$ cat config.mk
export PLATFORM = sky130hd
export DESIGN_NAME = ifu_fetch_flat
export DESIGN_NICKNAME = d
export VERILOG_FILES = /design/src/rtl/ifu_pkg.sv /design/src/rtl/ifu_fetch_if.sv /design/src/rtl/ifu_fetch.sv /design/src/flat_wrapper.sv
export SDC_FILE = /design/constraint.sdc
export NUM_CORES = 1
export LEC_CHECK = 0
export ABC_AREA = 1
export CAP_MARGIN = 15
export CORE_MARGIN = 4
export CORE_UTILIZATION = 34
export DETAILED_ROUTE_END_ITERATION = 8
export PLACE_DENSITY = 0.65
export SYNTH_ARGS = -nofsm -noshare
export SYNTH_HDL_FRONTEND = slang
export SYNTH_SLANG_ARGS = --single-unit
$ cat constraint.sdc
create_clock -name clk -period 2.33 [get_ports clk]
set_clock_uncertainty 0.15 [all_clocks]
set_input_delay 0.5825 -clock clk [delete_from_list [all_inputs] [get_ports clk]]
set_output_delay 0.5825 -clock clk [all_outputs]
set_load 0.005 [all_outputs]
$ cat src/rtl/ifu_pkg.sv
// Shared definitions for the instruction fetch unit: FSM states, reset PC and fault cause codes.
package ifu_pkg;

    typedef enum logic [1:0] {
        S_REQ   = 2'd0,
        S_WAIT  = 2'd1,
        S_OUT   = 2'd2,
        S_FAULT = 2'd3
    } fetch_state_e;

    localparam logic [31:0] RESET_PC_DEFAULT = 32'h8000_0000;

    localparam logic [1:0] CAUSE_NONE     = 2'b00;
    localparam logic [1:0] CAUSE_ACCESS   = 2'b01;
    localparam logic [1:0] CAUSE_MISALIGN = 2'b10;

    function automatic logic [31:0] next_seq_pc(input logic [31:0] pc);
        return pc + 32'd4;
    endfunction

endpackage

$ cat src/rtl/ifu_fetch_if.sv
// Fetch-unit bus bundle: instruction-memory request/response channel and decoder handoff channel.
interface ifu_fetch_if;

    logic        imem_req_valid;
    logic        imem_req_ready;
    logic [31:0] imem_req_addr;
    logic        imem_rsp_valid;
    logic [31:0] imem_rsp_data;
    logic        imem_rsp_err;

    logic        inst_valid;
    logic        inst_ready;
    logic [31:0] instruction;
    logic [31:0] inst_pc;

    modport master (
        output imem_req_valid, imem_req_addr,
        input  imem_req_ready, imem_rsp_valid, imem_rsp_data, imem_rsp_err,
        output inst_valid, instruction, inst_pc,
        input  inst_ready
    );

    modport slave (
        input  imem_req_valid, imem_req_addr,
        output imem_req_ready, imem_rsp_valid, imem_rsp_data, imem_rsp_err,
        input  inst_valid, instruction, inst_pc,
        output inst_ready
    );

endinterface

$ cat src/rtl/ifu_fetch.sv
// Instruction fetch unit: one outstanding imem read at a time, registered handoff to the decoder,
// PC redirect with drop tracking for in-flight responses, sticky fault reporting.
module ifu_fetch
    import ifu_pkg::*;
#(
    parameter logic [31:0] RESET_PC = RESET_PC_DEFAULT
) (
    input  logic         clk,
    input  logic         rst_n,
    ifu_fetch_if.master  bus,
    input  logic         redirect_valid,
    input  logic [31:0]  redirect_pc,
    output logic         fault,
    output logic [1:0]   fault_cause,
    output logic [31:0]  fault_pc,
    output logic [31:0]  inst_count
);

    fetch_state_e state_q, state_d;
    logic         drop_q, drop_d;
    logic [31:0]  fetch_pc_q, fetch_pc_d;
    logic [31:0]  instr_q, instr_d;
    logic [31:0]  inst_pc_q, inst_pc_d;
    logic [31:0]  fault_pc_q, fault_pc_d;
    logic [31:0]  inst_count_q, inst_count_d;
    logic [31:0]  req_addr_q, req_addr_d;
    logic [1:0]   cause_q, cause_d;
    logic         req_valid_q, req_valid_d;
    logic         inst_valid_q, inst_valid_d;
    logic         fault_q, fault_d;

    logic req_fire;
    logic inst_fire;
    logic outstanding_now;
    logic outstanding_next;

    // Output flags are registered decodes of the next state, so they are 0 while reset is held.
    always_comb begin
        state_d      = state_q;
        drop_d       = drop_q;
        fetch_pc_d   = fetch_pc_q;
        instr_d      = instr_q;
        inst_pc_d    = inst_pc_q;
        fault_pc_d   = fault_pc_q;
        inst_count_d = inst_count_q;
        cause_d      = cause_q;

        req_fire         = req_valid_q && bus.imem_req_ready;
        inst_fire        = inst_valid_q && bus.inst_ready;
        outstanding_now  = (state_q == S_WAIT) || drop_q;
        outstanding_next = req_fire || (outstanding_now && !bus.imem_rsp_valid);

        case (state_q)
            S_REQ: begin
                if (req_fire) begin
                    state_d = S_WAIT;
                end
            end
            S_WAIT: begin
                if (bus.imem_rsp_valid) begin
                    if (drop_q) begin
                        drop_d  = 1'b0;
                        state_d = S_REQ;
                    end else if (bus.imem_rsp_err) begin
                        state_d    = S_FAULT;
                        cause_d    = CAUSE_ACCESS;
                        fault_pc_d = fetch_pc_q;
                    end else begin
                        instr_d   = bus.imem_rsp_data;
                        inst_pc_d = fetch_pc_q;
                        state_d   = S_OUT;
                    end
                end
            end
            S_OUT: begin
                if (inst_fire) begin
                    inst_count_d = inst_count_q + 32'd1;
                    fetch_pc_d   = next_seq_pc(fetch_pc_q);
                    state_d      = S_REQ;
                end
            end
            S_FAULT: begin
                if (drop_q && bus.imem_rsp_valid) begin
                    drop_d = 1'b0;
                end
            end
            default: state_d = S_REQ;
        endcase

        // Redirect overrides everything above except the instruction count on a same-cycle accept.
        if (redirect_valid) begin
            instr_d   = instr_q;
            inst_pc_d = inst_pc_q;
            drop_d    = outstanding_next;
            if (redirect_pc[1:0] != 2'b00) begin
                state_d    = S_FAULT;
                cause_d    = CAUSE_MISALIGN;
                fault_pc_d = redirect_pc;
            end else begin
                fetch_pc_d = redirect_pc;
                cause_d    = CAUSE_NONE;
                fault_pc_d = fault_pc_q;
                state_d    = outstanding_next ? S_WAIT : S_REQ;
            end
        end

        req_valid_d  = (state_d == S_REQ);
        req_addr_d   = fetch_pc_d;
        inst_valid_d = (state_d == S_OUT);
        fault_d      = (state_d == S_FAULT);
    end

    always_ff @(posedge clk) begin
        if (!rst_n) begin
            state_q      <= S_REQ;
            drop_q       <= 1'b0;
            fetch_pc_q   <= RESET_PC;
            instr_q      <= 32'd0;
            inst_pc_q    <= 32'd0;
            fault_pc_q   <= 32'd0;
            inst_count_q <= 32'd0;
            req_addr_q   <= 32'd0;
            cause_q      <= CAUSE_NONE;
            req_valid_q  <= 1'b0;
            inst_valid_q <= 1'b0;
            fault_q      <= 1'b0;
        end else begin
            state_q      <= state_d;
            drop_q       <= drop_d;
            fetch_pc_q   <= fetch_pc_d;
            instr_q      <= instr_d;
            inst_pc_q    <= inst_pc_d;
            fault_pc_q   <= fault_pc_d;
            inst_count_q <= inst_count_d;
            req_addr_q   <= req_addr_d;
            cause_q      <= cause_d;
            req_valid_q  <= req_valid_d;
            inst_valid_q <= inst_valid_d;
            fault_q      <= fault_d;
        end
    end

    assign bus.imem_req_valid = req_valid_q;
    assign bus.imem_req_addr  = req_addr_q;
    assign bus.inst_valid     = inst_valid_q;
    assign bus.instruction    = instr_q;
    assign bus.inst_pc        = inst_pc_q;
    assign fault              = fault_q;
    assign fault_cause        = cause_q;
    assign fault_pc           = fault_pc_q;
    assign inst_count         = inst_count_q;

endmodule

$ cat src/flat_wrapper.sv
// flat-port wrapper written by rule: the top's interface ports become plain ports
module ifu_fetch_flat import ifu_pkg::*;
#(
    parameter logic [31:0] RESET_PC = RESET_PC_DEFAULT
)
  (clk, rst_n, redirect_valid, redirect_pc, fault, fault_cause, fault_pc, inst_count, bus_imem_req_valid, bus_imem_req_addr, bus_imem_req_ready, bus_imem_rsp_valid, bus_imem_rsp_data, bus_imem_rsp_err, bus_inst_valid, bus_instruction, bus_inst_pc, bus_inst_ready);
  ifu_fetch_if bus_i ();
  input  logic clk;
  input  logic rst_n;
  input  logic redirect_valid;
  input  logic [31:0] redirect_pc;
  output logic fault;
  output logic [1:0] fault_cause;
  output logic [31:0] fault_pc;
  output logic [31:0] inst_count;
  output wire logic [$bits(bus_i.imem_req_valid)-1:0] bus_imem_req_valid;
  output wire logic [$bits(bus_i.imem_req_addr)-1:0] bus_imem_req_addr;
  input wire logic [$bits(bus_i.imem_req_ready)-1:0] bus_imem_req_ready;
  input wire logic [$bits(bus_i.imem_rsp_valid)-1:0] bus_imem_rsp_valid;
  input wire logic [$bits(bus_i.imem_rsp_data)-1:0] bus_imem_rsp_data;
  input wire logic [$bits(bus_i.imem_rsp_err)-1:0] bus_imem_rsp_err;
  output wire logic [$bits(bus_i.inst_valid)-1:0] bus_inst_valid;
  output wire logic [$bits(bus_i.instruction)-1:0] bus_instruction;
  output wire logic [$bits(bus_i.inst_pc)-1:0] bus_inst_pc;
  input wire logic [$bits(bus_i.inst_ready)-1:0] bus_inst_ready;
  assign bus_imem_req_valid = bus_i.imem_req_valid;
  assign bus_imem_req_addr = bus_i.imem_req_addr;
  assign bus_i.imem_req_ready = bus_imem_req_ready;
  assign bus_i.imem_rsp_valid = bus_imem_rsp_valid;
  assign bus_i.imem_rsp_data = bus_imem_rsp_data;
  assign bus_i.imem_rsp_err = bus_imem_rsp_err;
  assign bus_inst_valid = bus_i.inst_valid;
  assign bus_instruction = bus_i.instruction;
  assign bus_inst_pc = bus_i.inst_pc;
  assign bus_i.inst_ready = bus_inst_ready;
  ifu_fetch #(.RESET_PC(RESET_PC)) u_core (.clk(clk), .rst_n(rst_n), .bus(bus_i), .redirect_valid(redirect_valid), .redirect_pc(redirect_pc), .fault(fault), .fault_cause(fault_cause), .fault_pc(fault_pc), .inst_count(inst_count));
endmodule
==> insert_results.sql <==
INSERT INTO impl_metrics (metric_group, metric, value, unit) VALUES
('outcome', 'outcome', 'finished clean', ''),
('critical_path', 'startpoint_of_the_worst_slack_reg_to_reg_timing_path', 'u_core.bus.imem_req_addr[2]$_SDFF_PN0_', ''),
('global_route', 'grt_util_all_layers', '0.193', ''),
('clocking', 'cts_buf_count', '17', ''),
('drt', 'drt.antenna.violating_nets', '0', ''),
('timing', 'hold-worst-slack', '293', 'ps'),
('critical_path', 'ff2ff_setup_slack', '220', 'ps'),
('synthesis', 'synth_sequential_area_ratio', '0.413', ''),
('synthesis', 'syn_inst', '1199', ''),
('floorplanning', 'floorplan.die_area', '0.0267', 'mm^2'),
('critical_path', 'cp_num_buf_inv', '1', ''),
('clocking', 'clock-sinks', '169', ''),
('synthesis', 'number_of_flops_mapped_to_enable_cells_by_yosys', '0', ''),
('critical_path', 'worstPathMaxFanout', '6', ''),
('synthesis', 'yosysTopAreaCell', 'sky130_fd_sc_hd__dfxtp_1', ''),
('critical_path', 'timing.rr.end', 'u_core.bus.imem_req_addr[18]$_SDFF_PN0_', ''),
('job', 'max_cap_violations', '0', ''),
('critical_path', 'critical_setup_path_class', 'register to output pin', ''),
('timing', 'max_clock_freq', '0.439', 'GHz'),
('timing', 'worst_slew_margin_rel', '0.689', ''),
('placed_design', 'gp_congestion', '0.870', ''),
('drt', 'drt_pre_antenna_iters', '4', ''),
('drt', 'detail_route.drc_violations', '0', ''),
('critical_path', 'cp_num_cells', '1', ''),
('pwr', 'ir_drop', '0.000429', 'V'),
('timing', 'finalMaxSlewViolations', '0', ''),
('floorplanning', 'num_io_pins', '236', ''),
('critical_path', 'worst_setup_path_endpoint', 'bus_imem_req_addr[13]', ''),
('global_route', 'grt_antenna_before_repair', '2', ''),
('critical_path', 'reg2reg_depth', '10', ''),
('synthesis', 'post_synth_instance_area', '0.00820', 'mm^2'),
('clocking', 'clock_latency_on_the_worst_skew_pair', '430', 'ps'),
('finish', 'syn2layout_area_growth', '40.4', '%'),
('clocking', 'worst_setup_hold_path_clk_slew', '70', 'ps'),
('clocking', 'htree_num_levels', '4', ''),
('timing', 'timing_worst_slew_pin_value', '467', 'ps'),
('critical_path', 'crit_path_launch', 'u_core.bus.imem_req_addr[13]$_SDFF_PN0_', ''),
('finish', 'design.final.nets', '1490', ''),
('clocking', 'ctsLongestPathBuffers', '2', ''),
('drt', 'vias_per_cell', '4.71', ''),
('pwr', 'leakagePower', '4.59', 'nW'),
('critical_path', 'cp_data_required_time', '1600', 'ps'),
('global_route', 'grt.overflow.total', '0', ''),
('global_route', 'grt_pass1_wl', '40900', 'um'),
('synthesis', 'yosysTopAreaCellShare', '0.413', ''),
('synthesis', 'synthDistinctLibCells', '39', ''),
('drt', 'initialDrtViolationCount', '476', ''),
('synthesis', 'synth.top_cells.by_count', 'sky130_fd_sc_hd__nand2_1, sky130_fd_sc_hd__inv_1, sky130_fd_sc_hd__dfxtp_1', ''),
('synthesis', 'synth.area.top_cells', 'sky130_fd_sc_hd__dfxtp_1, sky130_fd_sc_hd__o21ai_0, sky130_fd_sc_hd__nand2_1', ''),
('timing', 'final_setup_violating_endpoints', '0', ''),
('global_route', 'grt_pass1_vias', '7719', ''),
('global_route', 'grt_max_degree', '115', ''),
('synthesis', 'mappedNetlistNets', '1272', ''),
('pwr', 'power.density', '590', 'mW/mm^2'),
('placed_design', 'io_buffer_count', '235', ''),
('critical_path', 'start_kind', 'register', ''),
('pwr', 'finalPower', '0.00679', 'W'),
('critical_path', 'crit_path_slowest_cell', 'sky130_fd_sc_hd__clkdlybuf4s50_1', ''),
('clocking', 'tritoncts_clock_tree', 'yes', ''),
('floorplanning', 'core_area', '0.0236', 'mm^2'),
('synthesis', 'avgSynthCellArea', '6.84', 'um^2'),
('placed_design', 'pre_cts_ws', '-82.4', 'ps'),
('critical_path', 'path_cells', 'clkdlybuf4s50_1', ''),
('synthesis', 'synth_async_sr_flop_share', '0', ''),
('synthesis', 'post_synthesis_sequential_element_count', '169', ''),
('floorplanning', 'die_h', '163', 'um'),
('synthesis', 'synthesis.yosys.warnings', '0', ''),
('drt', 'postRouteWirelength', '26400', 'um'),
('synthesis', 'ys.flop_type', 'sky130_fd_sc_hd__dfxtp_1', ''),
('finish', 'drive_above_1_share', '0.0860', ''),
('timing', 'post-route-period-util', '0.979', '');
==> worst min-delay path by stage <==
stage                                              from                                       end  cells past startpoint
2_1_floorplan  u_core.bus.imem_req_addr[0]$_SDFFE_PN0P_  u_core.bus.imem_req_addr[0]$_SDFFE_PN0P_                      2
3_3_place_gp        u_core.bus.inst_pc[11]$_SDFFE_PN0P_       u_core.bus.inst_pc[11]$_SDFFE_PN0P_                      2
3_5_place_dp     u_core.bus.instruction[7]$_SDFFE_PN0P_    u_core.bus.instruction[7]$_SDFFE_PN0P_                      2
4_1_cts             u_core.bus.inst_pc[18]$_SDFFE_PN0P_       u_core.bus.inst_pc[18]$_SDFFE_PN0P_                      2
5_1_grt             u_core.bus.inst_pc[18]$_SDFFE_PN0P_       u_core.bus.inst_pc[18]$_SDFFE_PN0P_                      2
6_report            u_core.bus.inst_pc[18]$_SDFFE_PN0P_       u_core.bus.inst_pc[18]$_SDFFE_PN0P_                      2
==> power breakdown <==
group / leakage (nW) / internal, W / total [W] / switching, W
logic: 2.93 / 0.000438 / 0.000836 / 0.000398
clock network: 0.282 / 0.00153 / 0.00287 / 0.00134
registers: 1.38 / 0.00300 / 0.00309 / 0.0000916
==> routing by layer <==
metal	wire [um]	up-vias	global-route usage
met1	11700	3740	0.247
met4	276	2	0.0503
met5	13	-	0
li1	-	4219	-
met3	2220	22	0.0575
met2	12200	268	0.319
==> repair_timing <==
action / CTS / global route
hold buffers: 0 / 0
setup endpoints to repair: 1 / 0
resized for setup: 1 / 0
setup buffers: 0 / 0
==> through the flow <==
stage               area (um^2)  TNS [ps]  utilization  instances
finish                    11500         0        0.488       1750
global route              11500         0        0.488       1750
CTS                       11500         0        0.487       1749
detailed placement        10900      -229        0.462       1717
global placement          10900     -75.4        0.462       1717
floorplan                  8200         0            -       1199
==> logic make-up after synthesis <==
family | Yosys count | synth area share
DFF | 169 | 0.413
adders and majority gates | 2 | 0.00305
xor gates and xnor gates | 9 | 0.00961
AOI/OAI and AO/OA | 260 | 0.164
and+or+nand+nor | 488 | 0.266
buffers and inverters | 271 | 0.145
==> layout make-up <==
type	count	area (um^2)
Antenna cell	1	2.50
Clock buffer	18	429
Clock inverter	14	159
Fill cell	2398	12100
Inverter	186	698
Multi-Input combinational cell	759	3640
Sequential cell	169	3380
Tap cell	319	399
Timing Repair Buffer	284	2800
==> sequential cells by signal (all words and copies together), names as in the netlist <==
signal                     flops
u_core.drop_q                  1
u_core.fault_pc               32
u_core.fault                   1
u_core.bus.inst_pc            32
u_core.bus.imem_req_addr      32
u_core.fault_cause             2
u_core.inst_count             32
u_core.fetch_pc_q              1
u_core.state_q                 2
u_core.bus.imem_req_valid      1
u_core.bus.instruction        32
u_core.bus.inst_valid          1
==> cell usage in the layout, fill, tap and decap left out, types with 3 or more instances in the layout <==
cell type and instances:
sky130_fd_sc_hd__o21a_1 3, sky130_fd_sc_hd__clkdlybuf4s50_1 233, sky130_fd_sc_hd__nand3_1 66, sky130_fd_sc_hd__buf_12 7, sky130_fd_sc_hd__nand4_1 21, sky130_fd_sc_hd__nor3_1 9, sky130_fd_sc_hd__buf_4 43, sky130_fd_sc_hd__nor2_2 7
sky130_fd_sc_hd__or2_2 6, sky130_fd_sc_hd__inv_2 3, sky130_fd_sc_hd__nand3_2 5, sky130_fd_sc_hd__xor2_1 8, sky130_fd_sc_hd__a21oi_1 81, sky130_fd_sc_hd__inv_1 183, sky130_fd_sc_hd__nand2_2 4, sky130_fd_sc_hd__a31oi_1 4
sky130_fd_sc_hd__nor2_4 8, sky130_fd_sc_hd__o21bai_1 5, sky130_fd_sc_hd__inv_8 4, sky130_fd_sc_hd__clkbuf_16 17, sky130_fd_sc_hd__clkinv_4 3, sky130_fd_sc_hd__nor2_1 167, sky130_fd_sc_hd__o21ai_0 150, sky130_fd_sc_hd__o21ai_1 11
sky130_fd_sc_hd__dfxtp_1 168, sky130_fd_sc_hd__inv_6 3, sky130_fd_sc_hd__nand2_1 185
No activity file was read; power rests on OpenSTA's default activity.
